## src/rtl/snake_game_ctrl.sv

```systemverilog
// Snake game control FSM: menu/play/over sequencing, per-frame body shift and
// head step strobes, direction filtering, and length/score bookkeeping.
module snake_game_ctrl #(
  parameter int unsigned INIT_LEN = 3
) (
  input  logic       clk,
  input  logic       resetn,
  input  logic       go,
  input  logic [3:0] dir_btn,
  input  logic       frame_tick,
  input  logic       hit_wall,
  input  logic       hit_self,
  input  logic       ate_apple,
  output logic       inmenu,
  output logic       ingame,
  output logic       gameover,
  output logic [4:0] direction,
  output logic       init_snake,
  output logic       shift_en,
  output logic [6:0] shift_idx,
  output logic       head_step,
  output logic       grow,
  output logic [6:0] length,
  output logic [7:0] score
);

  typedef enum logic [2:0] {
    S_MENU, S_INIT, S_WAIT, S_SHIFT, S_HEAD, S_CHECK, S_OVER
  } state_t;

  localparam logic [4:0] DIR_UP    = 5'b00001;
  localparam logic [4:0] DIR_DOWN  = 5'b00010;
  localparam logic [4:0] DIR_LEFT  = 5'b00100;
  localparam logic [4:0] DIR_RIGHT = 5'b01000;
  localparam logic [4:0] DIR_STOP  = 5'b10000;
  localparam logic [6:0] LEN_INIT  = 7'(INIT_LEN);

  state_t     state;
  logic       go_q;
  logic       go_rise;
  logic [6:0] idx;
  logic [4:0] pend_dir;
  logic [4:0] btn_dir;
  logic [4:0] rev_dir;
  logic       btn_ok;

  assign go_rise   = go & ~go_q;
  assign shift_idx = idx;
  assign inmenu    = (state == S_MENU);
  assign gameover  = (state == S_OVER);
  assign ingame    = !inmenu && !gameover;

  // Reversal is judged against the committed direction, not the pending one,
  // so two presses in one frame can never produce a 180-degree turn.
  always_comb begin
    btn_dir = {1'b0, dir_btn};
    rev_dir = '0;
    case (direction)
      DIR_UP:    rev_dir = DIR_DOWN;
      DIR_DOWN:  rev_dir = DIR_UP;
      DIR_LEFT:  rev_dir = DIR_RIGHT;
      DIR_RIGHT: rev_dir = DIR_LEFT;
      default:   rev_dir = '0;
    endcase
    btn_ok = $onehot(dir_btn) && (btn_dir != rev_dir);
  end

  always_ff @(posedge clk or negedge resetn) begin
    if (!resetn) begin
      state      <= S_MENU;
      go_q       <= 1'b0;
      idx        <= '0;
      pend_dir   <= DIR_STOP;
      direction  <= DIR_STOP;
      length     <= LEN_INIT;
      score      <= '0;
      init_snake <= 1'b0;
      shift_en   <= 1'b0;
      head_step  <= 1'b0;
      grow       <= 1'b0;
    end else begin
      go_q       <= go;
      init_snake <= 1'b0;
      shift_en   <= 1'b0;
      head_step  <= 1'b0;
      grow       <= 1'b0;

      if ((state inside {S_WAIT, S_SHIFT, S_HEAD, S_CHECK}) && btn_ok)
        pend_dir <= btn_dir;

      case (state)
        S_MENU: begin
          if (go_rise) begin
            state      <= S_INIT;
            init_snake <= 1'b1;
          end
        end
        S_INIT: begin
          length    <= LEN_INIT;
          score     <= '0;
          direction <= DIR_RIGHT;
          pend_dir  <= DIR_RIGHT;
          state     <= S_WAIT;
        end
        S_WAIT: begin
          if (frame_tick) begin
            state    <= S_SHIFT;
            idx      <= length - 7'd1;
            shift_en <= 1'b1;
          end
        end
        S_SHIFT: begin
          idx <= idx - 7'd1;
          if (idx == 7'd1) begin
            state     <= S_HEAD;
            head_step <= 1'b1;
            direction <= pend_dir;
          end else begin
            shift_en <= 1'b1;
          end
        end
        S_HEAD: state <= S_CHECK;
        S_CHECK: begin
          if (hit_wall || hit_self) begin
            state <= S_OVER;
          end else begin
            state <= S_WAIT;
            if (ate_apple) begin
              grow <= 1'b1;
              if (length != 7'd127) length <= length + 7'd1;
              if (score != 8'd255)  score  <= score + 8'd1;
            end
          end
        end
        S_OVER: begin
          if (go_rise) state <= S_MENU;
        end
        default: state <= S_MENU;
      endcase
    end
  end

endmodule

```

## config.mk

```make
export PLATFORM = sky130hd
export DESIGN_NAME = snake_game_ctrl
export DESIGN_NICKNAME = d
export VERILOG_FILES = /design/src/rtl/snake_game_ctrl.sv
export SDC_FILE = /design/constraint.sdc
export NUM_CORES = 1
export LEC_CHECK = 0
export CAP_MARGIN = 20
export CORE_AREA = 5 5 94 96
export CTS_CLUSTER_SIZE = 25
export DETAILED_ROUTE_END_ITERATION = 12
export DIE_AREA = 0 0 99 101
export PLACE_DENSITY = 0.5
export SKIP_CTS_REPAIR_TIMING = 1
export SLEW_MARGIN = 10
export SYNTH_ARGS = -nofsm -noshare
export SYNTH_HDL_FRONTEND = slang
export SYNTH_SLANG_ARGS = --single-unit
```

## constraint.sdc

```tcl
create_clock -name clk -period 3.02 [get_ports clk]
set_clock_uncertainty 0.2 [all_clocks]
set_input_delay 0.604 -clock clk [delete_from_list [all_inputs] [get_ports clk]]
set_output_delay 0.604 -clock clk [all_outputs]
set_load 0.03 [all_outputs]
```

# After elaboration in Yosys (flattened, before gate mapping)
# Index checks and enable logic that the tools add are counted.
[op_classes]
add_sub_neg = 7
n_eq_ne = 23
n_mux = 31
bitwise_logic = 2
n_reduce_logical = 17
[ops]
columns = ["operator", "n"]
rows = [
  ["7-bit 2-to-1 mux", 4],
  ["7-bit one-hot mux with 2 select lines", 2],
  ["8-bit 2-to-1 mux", 3],
  ["3-bit one-hot mux with 7 select lines", 1],
  ["4-bit one-hot mux with 4 select lines", 1],
  ["8-bit one-hot mux with 2 select lines", 1],
  ["3-bit 2-to-1 mux", 5],
  ["5-bit 2-to-1 mux", 3],
  ["7-bit by 1-bit subtractor with 7-bit output (second input constant)", 2],
  ["4-bit AND reduction", 3],
  ["2-bit by 1-bit inequality test with 1-bit output (second input constant)", 5],
  ["5-bit one-hot mux with 2 select lines", 1],
  ["3-bit equality test (second input constant)", 3],
  ["1-bit 2-to-1 mux", 9],
  ["8-bit by 1-bit adder with 8-bit output (second input constant)", 1],
  ["8-bit inequality test (second input constant)", 1],
  ["2-bit nonzero test", 4],
  ["7-bit by 1-bit adder with 7-bit output (second input constant)", 1],
  ["7-bit by 1-bit equality test with 1-bit output (second input constant)", 1],
  ["7-bit inequality test (second input constant)", 1],
  ["3-bit by 1-bit equality test with 1-bit output (second input constant)", 2],
  ["3-bit by 2-bit equality test with 1-bit output (second input constant)", 2],
  ["2-bit inequality test (second input constant)", 3],
  ["5-bit by 1-bit equality test with 1-bit output (second input constant)", 1],
  ["15 further kinds", 20],
]
[word_totals]
reg_bits = 40
output_inout_bits = 34
elab_cells = 91

# Depth between registers and ports, before layout
# Gate-level depths: netlist of run 1.
[depth]
ltp_word = 7
mapped_depth = 8
ltp_nobuf = 8

# Worst setup path before layout of run 1
# Ideal clock, no wire load.
[synth_timing]
kind = "input to register"
from = "input port dir_btn[0]"
to = "register pend_dir[0]"
setup_ns = 0.079
t_arrival_ns = 2.713
setup_slack_ns = 0.028
path_stages = 8
path_buffers = 0
path_cell_list = "inv_1 -> fa_1 -> inv_1 -> ha_1 -> ha_1 -> or4b_2 -> a21oi_2 -> mux2i_1"
[synth_between]
elab_chain_len = 6
elab_cells_between_ends = 9
classes_between = "add/sub (2); eq/ne (2); mux (2); reduce/logical (3)"
[synth_lines]
columns = ["element", "line_no", "rtl"]
rows = [
  ["start: declaration", "9", "input logic [3:0] dir_btn,"],
  ["1-bit by 1-bit adder with 2-bit output (not written as such)", "65", "btn_ok = $onehot(dir_btn) && (btn_dir != rev_dir);"],
  ["2-bit by 2-bit adder with 3-bit output (not written as such)", "65", ""],
  ["3-bit by 1-bit equality test with 1-bit output", "65", ""],
  ["1-bit logical AND", "65", ""],
  ["1-bit logical AND", "88", "if ((state inside {S_WAIT, S_SHIFT, S_HEAD, S_CHECK}) && btn_ok)"],
  ["2-bit nonzero test (no line)", "-", ""],
  ["end signal: assignment", "89", "pend_dir <= btn_dir;"],
  ["end: declaration", "42", "logic [4:0] pend_dir;"],
]
# Several ways; a longest one is shown, not always the timed one. The select of a mux whose other input is x is not followed.
# A chain may end at the register's enable or synchronous reset.

# Worst setup path in the final report of run 1
[layout_timing]
from = "input port dir_btn[0]"
to = "register pend_dir[2]"
[layout_between]
elab_chain_len = 6
elab_cells_between_ends = 7
classes_between = "add/sub (2); eq/ne (2); reduce/logical (3)"
[layout_lines]
columns = ["element", "line_no"]
rows = [
  ["1-bit by 1-bit adder with 2-bit output (not written as such)", "65"],
  ["2-bit by 2-bit adder with 3-bit output (not written as such)", "65"],
  ["3-bit by 1-bit equality test with 1-bit output", "65"],
  ["1-bit logical AND (*)", "65"],
  ["1-bit logical AND (*)", "88"],
  ["2-bit nonzero test (no line) (*)", "-"],
]
# Every way passes the cells marked *; elsewhere a longest branch is shown, timed or not.

==> results.ini, run 1 <==
[yosys]
synth_flop_cell=dfrtp_1
syn-num-nets=274
yosys_register_bits=40
netlist_area_um2=2310
syn-instance-count=253
netlist.area_leader.share_pct=39.0
yosysUniqueCellTypes=50
synth-edff-count=0
synthArstFlopShare_pct=100
ys_top_cells_by_area=dfrtp_1 (39%), nor2_1 (5.7%), ha_1 (4.9%)
yosysSeqAreaShare_pct=43.5
ys_warn_count=0
synth_top_area_cell=dfrtp_1
avgSynthCellArea_um2=9.13

[routing]
wl_met2_um=2490
routed_wl_um=5640
wl_met1_um=2810
routed_via_density=4.85
vias=1990
highest_layer=met4
drtPass1Iterations=4
wl_met3_um=239
wl_per_cell_um=13.7
drcViolationCount=0
drt_iter0_drc=52
final_antenna_net_count=0

[die]
die_y_um=101
core_um2=7970
num_rows=33
io_pins=45
die-width_um=99
die-area_um2=10000
initial_core_util_pct=29.0

[finish]
areaGrowthSynthToFinish_pct=30.2
fin_area_um2=3010
drive_above_1_share_pct=11.1
nFillCells=820
num_antenna_cells=0
nets=325

[outcome]
outcome=completed

[pwr]
combPwrFrac_pct=46.3
p_sw_share_pct=43.4
power_frac_seq_pct=37.2
internal_power_mw=1.29
peakVddDrop_v=0.000199
p_switching_mw=0.992
power_density_nw_per_um2=760
report.power.total_mw=2.28
clkPwrFrac_pct=16.5
p_leak_nw=1.26

[setup_path]
cp-end-kind=flip-flop
max_stage_delay_ps=520
crit_path_top_delay_cell=fa_1
cp-start-kind=input pin
worstPathArrival_ps=2730
required_ps=3040
path_class=in -> reg
path_cells=dlymetal6s2s_1 -> inv_1 -> fa_1 -> inv_1 -> ha_1 -> ha_1 -> or4b_4 -> a21oi_2 -> buf_6 -> mux2i_1
crit_fanout=5
r2r_start=state[1]$_DFFE_PN0P_
crit_start=dir_btn[0]

[clocking]
htreeDepth=2
cts_tree=built
clock-root-buffer=clkbuf_8
clk_pin_slew_ps=80
clk_latency_ps=290
cts_sinks=40
clk_path_buf_depth=2
numCtsBuffers=5

[sta]
fmax_ghz=0.368
period_share_pct=89.9
hold_ws_ps=242
drv_slew=0
slew_headroom_pct=38.8
period_minus_slack_ps=2710
finalSetupViolCount=0
tightest_slew_ps=918
hold_viol_final=0
fin_setup_tns_ps=0
rsz0062_at_grt=no

[placed_design]
hpwl_um=4140
placed_area_um2=2900
place_congestion=0.814
portBuffers=44

[grt]
grt_pass1_vias=1918
grt_max_degree=41
antenna_found_initial=0
grt_first_pass_wirelength_um=9500
grt.overflow.total=0
grt_usage_pct=11.7

[min_path]
min_path_type=in -> async

[job]
cap_violations=0

==> flip-flops by register name, indices dropped and copies added, names as in the netlist <==
register	cells
shift_en	1
score	8
head_step	1
state	3
init_snake	1
direction	5
length	7
pend_dir	5
go_q	1
shift_idx	7
grow	1
==> cells in the mapped netlist, drive strengths merged (3+ instances only) <==
cell type and n:
a21oi 12, a31oi 4, clkbuf 7, dfrtp 36
dfstp 4, ha 9, inv 17, mux2i 5
nand2 25, nand2b 5, nand3 11, nor2 36
nor3 11, nor4 5, nor4bb 4, o21ai 12
o22ai 5, or3 3, xnor2 11
==> path summary, 6_finish.rpt <==
path | to | cells past startpoint | slack [ps]
max in group asynchronous | shift_idx[3]$_DFFE_PN0P_ | 1 | 1810
max reg2reg | pend_dir[2]$_DFFE_PN0P_ | 5 | 820
max | pend_dir[2]$_DFFE_PN0P_ | 10 | 310
min | go_q$_DFF_PN0_ | 1 | 240
min in group clk | pend_dir[4]$_DFFE_PN1P_ | 2 | 260
min reg2reg | pend_dir[4]$_DFFE_PN1P_ | 2 | 260
==> cell families after synthesis <==
kind of cell,synth area share [%]
AO/OA/AOI/OAI,13.8
XOR/XNOR,4.93
adder cells (fa/ha/maj),5.74
buffers and inverters,4.39
flip-flops,43.5
multiplexers,2.17
AND/OR/NAND/NOR,25.4
==> power groups by stage <==
stage / Clock, mW / Sequential (mW) / Combinational (mW)
2_1_floorplan: 0 / 0.942 / 0.605
3_3_place_gp: 0 / 0.859 / 1.05
3_5_place_dp: 0 / 0.856 / 1.06
4_1_cts: 0.394 / 0.847 / 1.06
5_1_grt: 0.412 / 0.881 / 1.17
6_report: 0.378 / 0.849 / 1.06
==> cell type report <==
class,instances,area (um^2),area share [%]
flip-flops and latches,40,1010,33.4
inverters,17,63.8,2.12
multi-input cells,188,1210,40.1
well taps,105,131,4.37
clock inverters,2,10.0,0.333
clock buffers,6,82.6,2.75
repair buffers,52,507,16.8
==> critical path, delay by kind of cell <==
family,cells,cell delay [ps]
adders and majority gates,3,960
and+or+nand+nor,1,510
buffers and inverters,4,360
muxes,1,170
AOI/OAI and AO/OA,1,130
==> per-layer routing <==
metal,global-route usage (%),up-vias
met4,3.99,0
li1,-,991
met1,16.1,945
met3,2.77,8
met2,18.0,46
met5,0,-
==> metrics by stage <==
step	worst slack, ps	util, %	instances
finish	305	37.7	410
global route	181	37.7	410
CTS	-202	37.6	410
detailed placement	-521	36.4	402
global placement	-484	36.4	402
floorplan	27.7	-	253
==> placed cells by master (no fill, tap or decap), types with 4 or more instances in the layout <==
cell type,count
buf_4,7
xnor2_1,11
nand3_1,11
mux2i_1,5
dfrtp_1,36
o22ai_1,5
nor3_1,10
ha_1,9
dfstp_2,4
inv_1,17
nand2b_1,5
a21oi_1,11
clkdlybuf4s50_1,40
o21ai_0,12
nand2_1,25
nor4bb_1,4
clkbuf_8,6
nor2_1,35
Power figures use the tool's default switching activity.
==> run 2, diff against run 1 <==
- ABC_AREA: unset -> 1
- CORE_AREA: 5 5 94 96 -> 5 5 95 97
- DIE_AREA: 0 0 99 101 -> 0 0 100 102
==> run 2 against run 1 <==
Routed wire length increased by 4.3%. Fmax decreased by 4.4%. Final cell count increased by 14%. Worst hold slack got worse by 12 ps. Critical path depth unchanged. Combinational power increased by 14%. Register-to-register slack got worse by 60 ps. Clock-buffer cell count unchanged. Non-clock buffer count decreased by 3.
==> results.ini, run 2 <==
[sta]
tightest_slew_ps=901  ; -17.3 ps
period_minus_slack_ps=2840  ; +124 ps
hold_viol_final=0  ; unchanged
worst_slack_ps=181  ; -124 ps
drv_slew=0  ; unchanged
finalSetupViolCount=0  ; unchanged
slew_headroom_pct=39.9  ; +1.2 points
period_share_pct=94.0  ; +4.1 points
fmax_ghz=0.352  ; -4.4%

[placed_design]
placed_area_um2=2940  ; +1.3%
pre_cts_slack_ps=-202  ; +319 ps
hpwl_um=4420  ; +6.7%
portBuffers=44  ; unchanged
place_congestion=0.825  ; +1.4%
dp_cells=461  ; +15%

[setup_path]
path_class=in -> reg
worstPathArrival_ps=2810  ; +80 ps
required_ps=2990  ; -50 ps
cp-start-kind=input pin
cp-end-kind=flip-flop
crit_fanout=5  ; unchanged

[finish]
seqCellArea_um2=1010  ; unchanged
areaGrowthSynthToFinish_pct=27.8
drive_above_1_share_pct=7.14  ; -4.0 points
final_util_pct=37.7  ; -0.092 points
num_antenna_cells=0  ; unchanged
layout_commonest_cell=nand2_1
final_cell_mix=nand2_1 (66), inv_1 (43), clkdlybuf4s50_1 (43)
largest_reg_flops=8  ; unchanged
nets=384  ; +18%
fin_cells=469  ; +14%
fin_area_um2=3030  ; +0.79%
regMostFlops=score
nFillCells=861  ; +5.0%
multi_input_area_um2=1170  ; -3.3%

[die]
io_pins=45  ; unchanged
num_rows=33  ; unchanged
core_um2=8050  ; +1.0%
initial_core_util_pct=29.5  ; +0.46 points
die_y_um=102  ; +0.99%
die-width_um=100  ; +1.0%
die-area_um2=10200  ; +2.0%

[pwr]
p_leak_nw=1.40  ; +11%
peakVddDrop_v=0.000314  ; +58%
power_density_nw_per_um2=789  ; +3.9%

[yosys]
netlist.area_leader.share_pct=38.0  ; -1.0 points
synth-edff-count=0  ; unchanged
yosys.cell_count.top_type=nand2_1
synth_flop_cell=dfrtp_1
synthTopCellsByCount=nand2_1 (66), inv_1 (43), dfrtp_1 (36), nor2_1 (34), nand3_1 (30)
synth_top_area_cell=dfrtp_1
syn-num-nets=334  ; +22%
ys_top_cells_by_area=dfrtp_1 (38%), nand2_1 (10%), inv_1 (6.8%)
yosysUniqueCellTypes=33  ; -34%
netlist_area_um2=2370  ; +2.7%
syn-instance-count=313  ; +24%
yosysSeqAreaShare_pct=42.4  ; -1.1 points
synthArstFlopShare_pct=100  ; unchanged
avgSynthCellArea_um2=7.58  ; -17%
ys_warn_count=0  ; unchanged
yosys_register_bits=40  ; unchanged

[clocking]
clk_latency_ps=300  ; about the same
cts_sinks=40  ; unchanged
numCtsBuffers=5  ; unchanged
clk_path_buf_depth=2  ; unchanged
cts_tree=built
clock-root-buffer=clkbuf_8
htreeDepth=2  ; unchanged
clk_pin_slew_ps=80  ; about the same

[grt]
grt_pass1_vias=2147  ; +12%
grt_max_degree=41  ; unchanged
antenna_found_initial=0  ; unchanged
grt.overflow.total=0  ; unchanged
grt_usage_pct=12.1  ; +0.43 points
grt_first_pass_wirelength_um=9970  ; +4.9%

[routing]
drtPass1Iterations=6  ; +2
final_antenna_net_count=0  ; unchanged
drcViolationCount=0  ; unchanged
routed_via_density=4.66  ; -3.9%
wl_per_cell_um=12.5  ; -8.8%
routed_wl_um=5880  ; +4.3%
drt_iter0_drc=61  ; +17%
vias=2187  ; +9.9%

[job]
cap_violations=0  ; unchanged

[min_path]
min_path_type=in -> async

[outcome]
outcome=completed

run 2: cell types whose count changed after synthesis, sizes merged, moves of 11 or more:
cell,before,now
nand2,25,67
inv,17,44
nand3,11,30
o21ai,12,28
nand4,1,14
xnor2,11,0
run 2: power breakdown:
group	total [mW]	switching, mW	internal (mW)	leakage (nW)
clock	0.362	0.198	0.164	0.0414
sequential	0.817	0.147	0.670	0.518
combinational	1.21	0.778	0.437	0.843
run 2: worst paths after layout:
check	from	to	slack, ps	cells after the start
setup / recovery	dir_btn[0]	pend_dir[3]$_DFFE_PN0P_	180	10
max in group asynchronous	resetn	shift_idx[4]$_DFFE_PN0P_	1830	1
min in group clk	pend_dir[4]$_DFFE_PN1P_	pend_dir[4]$_DFFE_PN1P_	260	2
setup reg to reg	state[1]$_DFFE_PN0P_	score[0]$_DFFE_PN0P_	760	8
hold / removal	resetn	go_q$_DFF_PN0_	230	1
hold reg to reg	pend_dir[4]$_DFFE_PN1P_	pend_dir[4]$_DFFE_PN1P_	260	2
run 2: per-stage QoR:
step / total power, mW / TNS [ps] / hold WS [ps]
after global routing: 2.61 / -11.3 / 303
after global placement: 2.04 / -781 / 259
after CTS: 2.42 / 0 / 268
final: 2.39 / 0 / 230
after floorplan: 1.65 / 0 / 108
after detailed placement: 2.04 / -846 / 255
run 2: final cells by class:
cell class	count	share of cell area (%)
clock buffer	6	2.39
tap	105	4.33
inverter	44	5.45
clock inverter	2	0.537
multi-input combinational	223	38.5
sequential	40	33.2
timing repair buffer	49	15.6
run 2: logic make-up after synthesis:
group                      Yosys count  share of synthesized area, %
adders and majority gates           10                          5.59
and+or+nand+nor                    160                          29.9
xor gates and xnor gates             6                          2.22
DFF                                 40                          42.4
AOI/OAI and AO/OA                   47                          11.2
buffers and inverters               50                          8.65
run 2: metal layers:
| metal | vias up | GRT usage, % | wire [um] |
|---|---|---|---|
| met5 | - | 0 | 0 |
| met4 | 0 | 4.46 | 88 |
| met3 | 7 | 2.12 | 232 |
| met2 | 38 | 21.2 | 2840 |
| met1 | 1010 | 15.0 | 2720 |
| li1 | 1132 | - | - |
run 2: critical path, cell delays in order:
cell and delay, ps:
clkdlybuf4s50_1 470, inv_1 70, fa_1 530, inv_1 40
ha_1 170, ha_1 280, nor4b_2 310, nand2_1 180
nand2_1 90, nand3_1 60
==> run 3, diff against run 2 <==
- TNS_END_PERCENT: unset -> 30
==> results of run 3 <==
No change in the layout: final DEF, timing and power equal those of run 2.
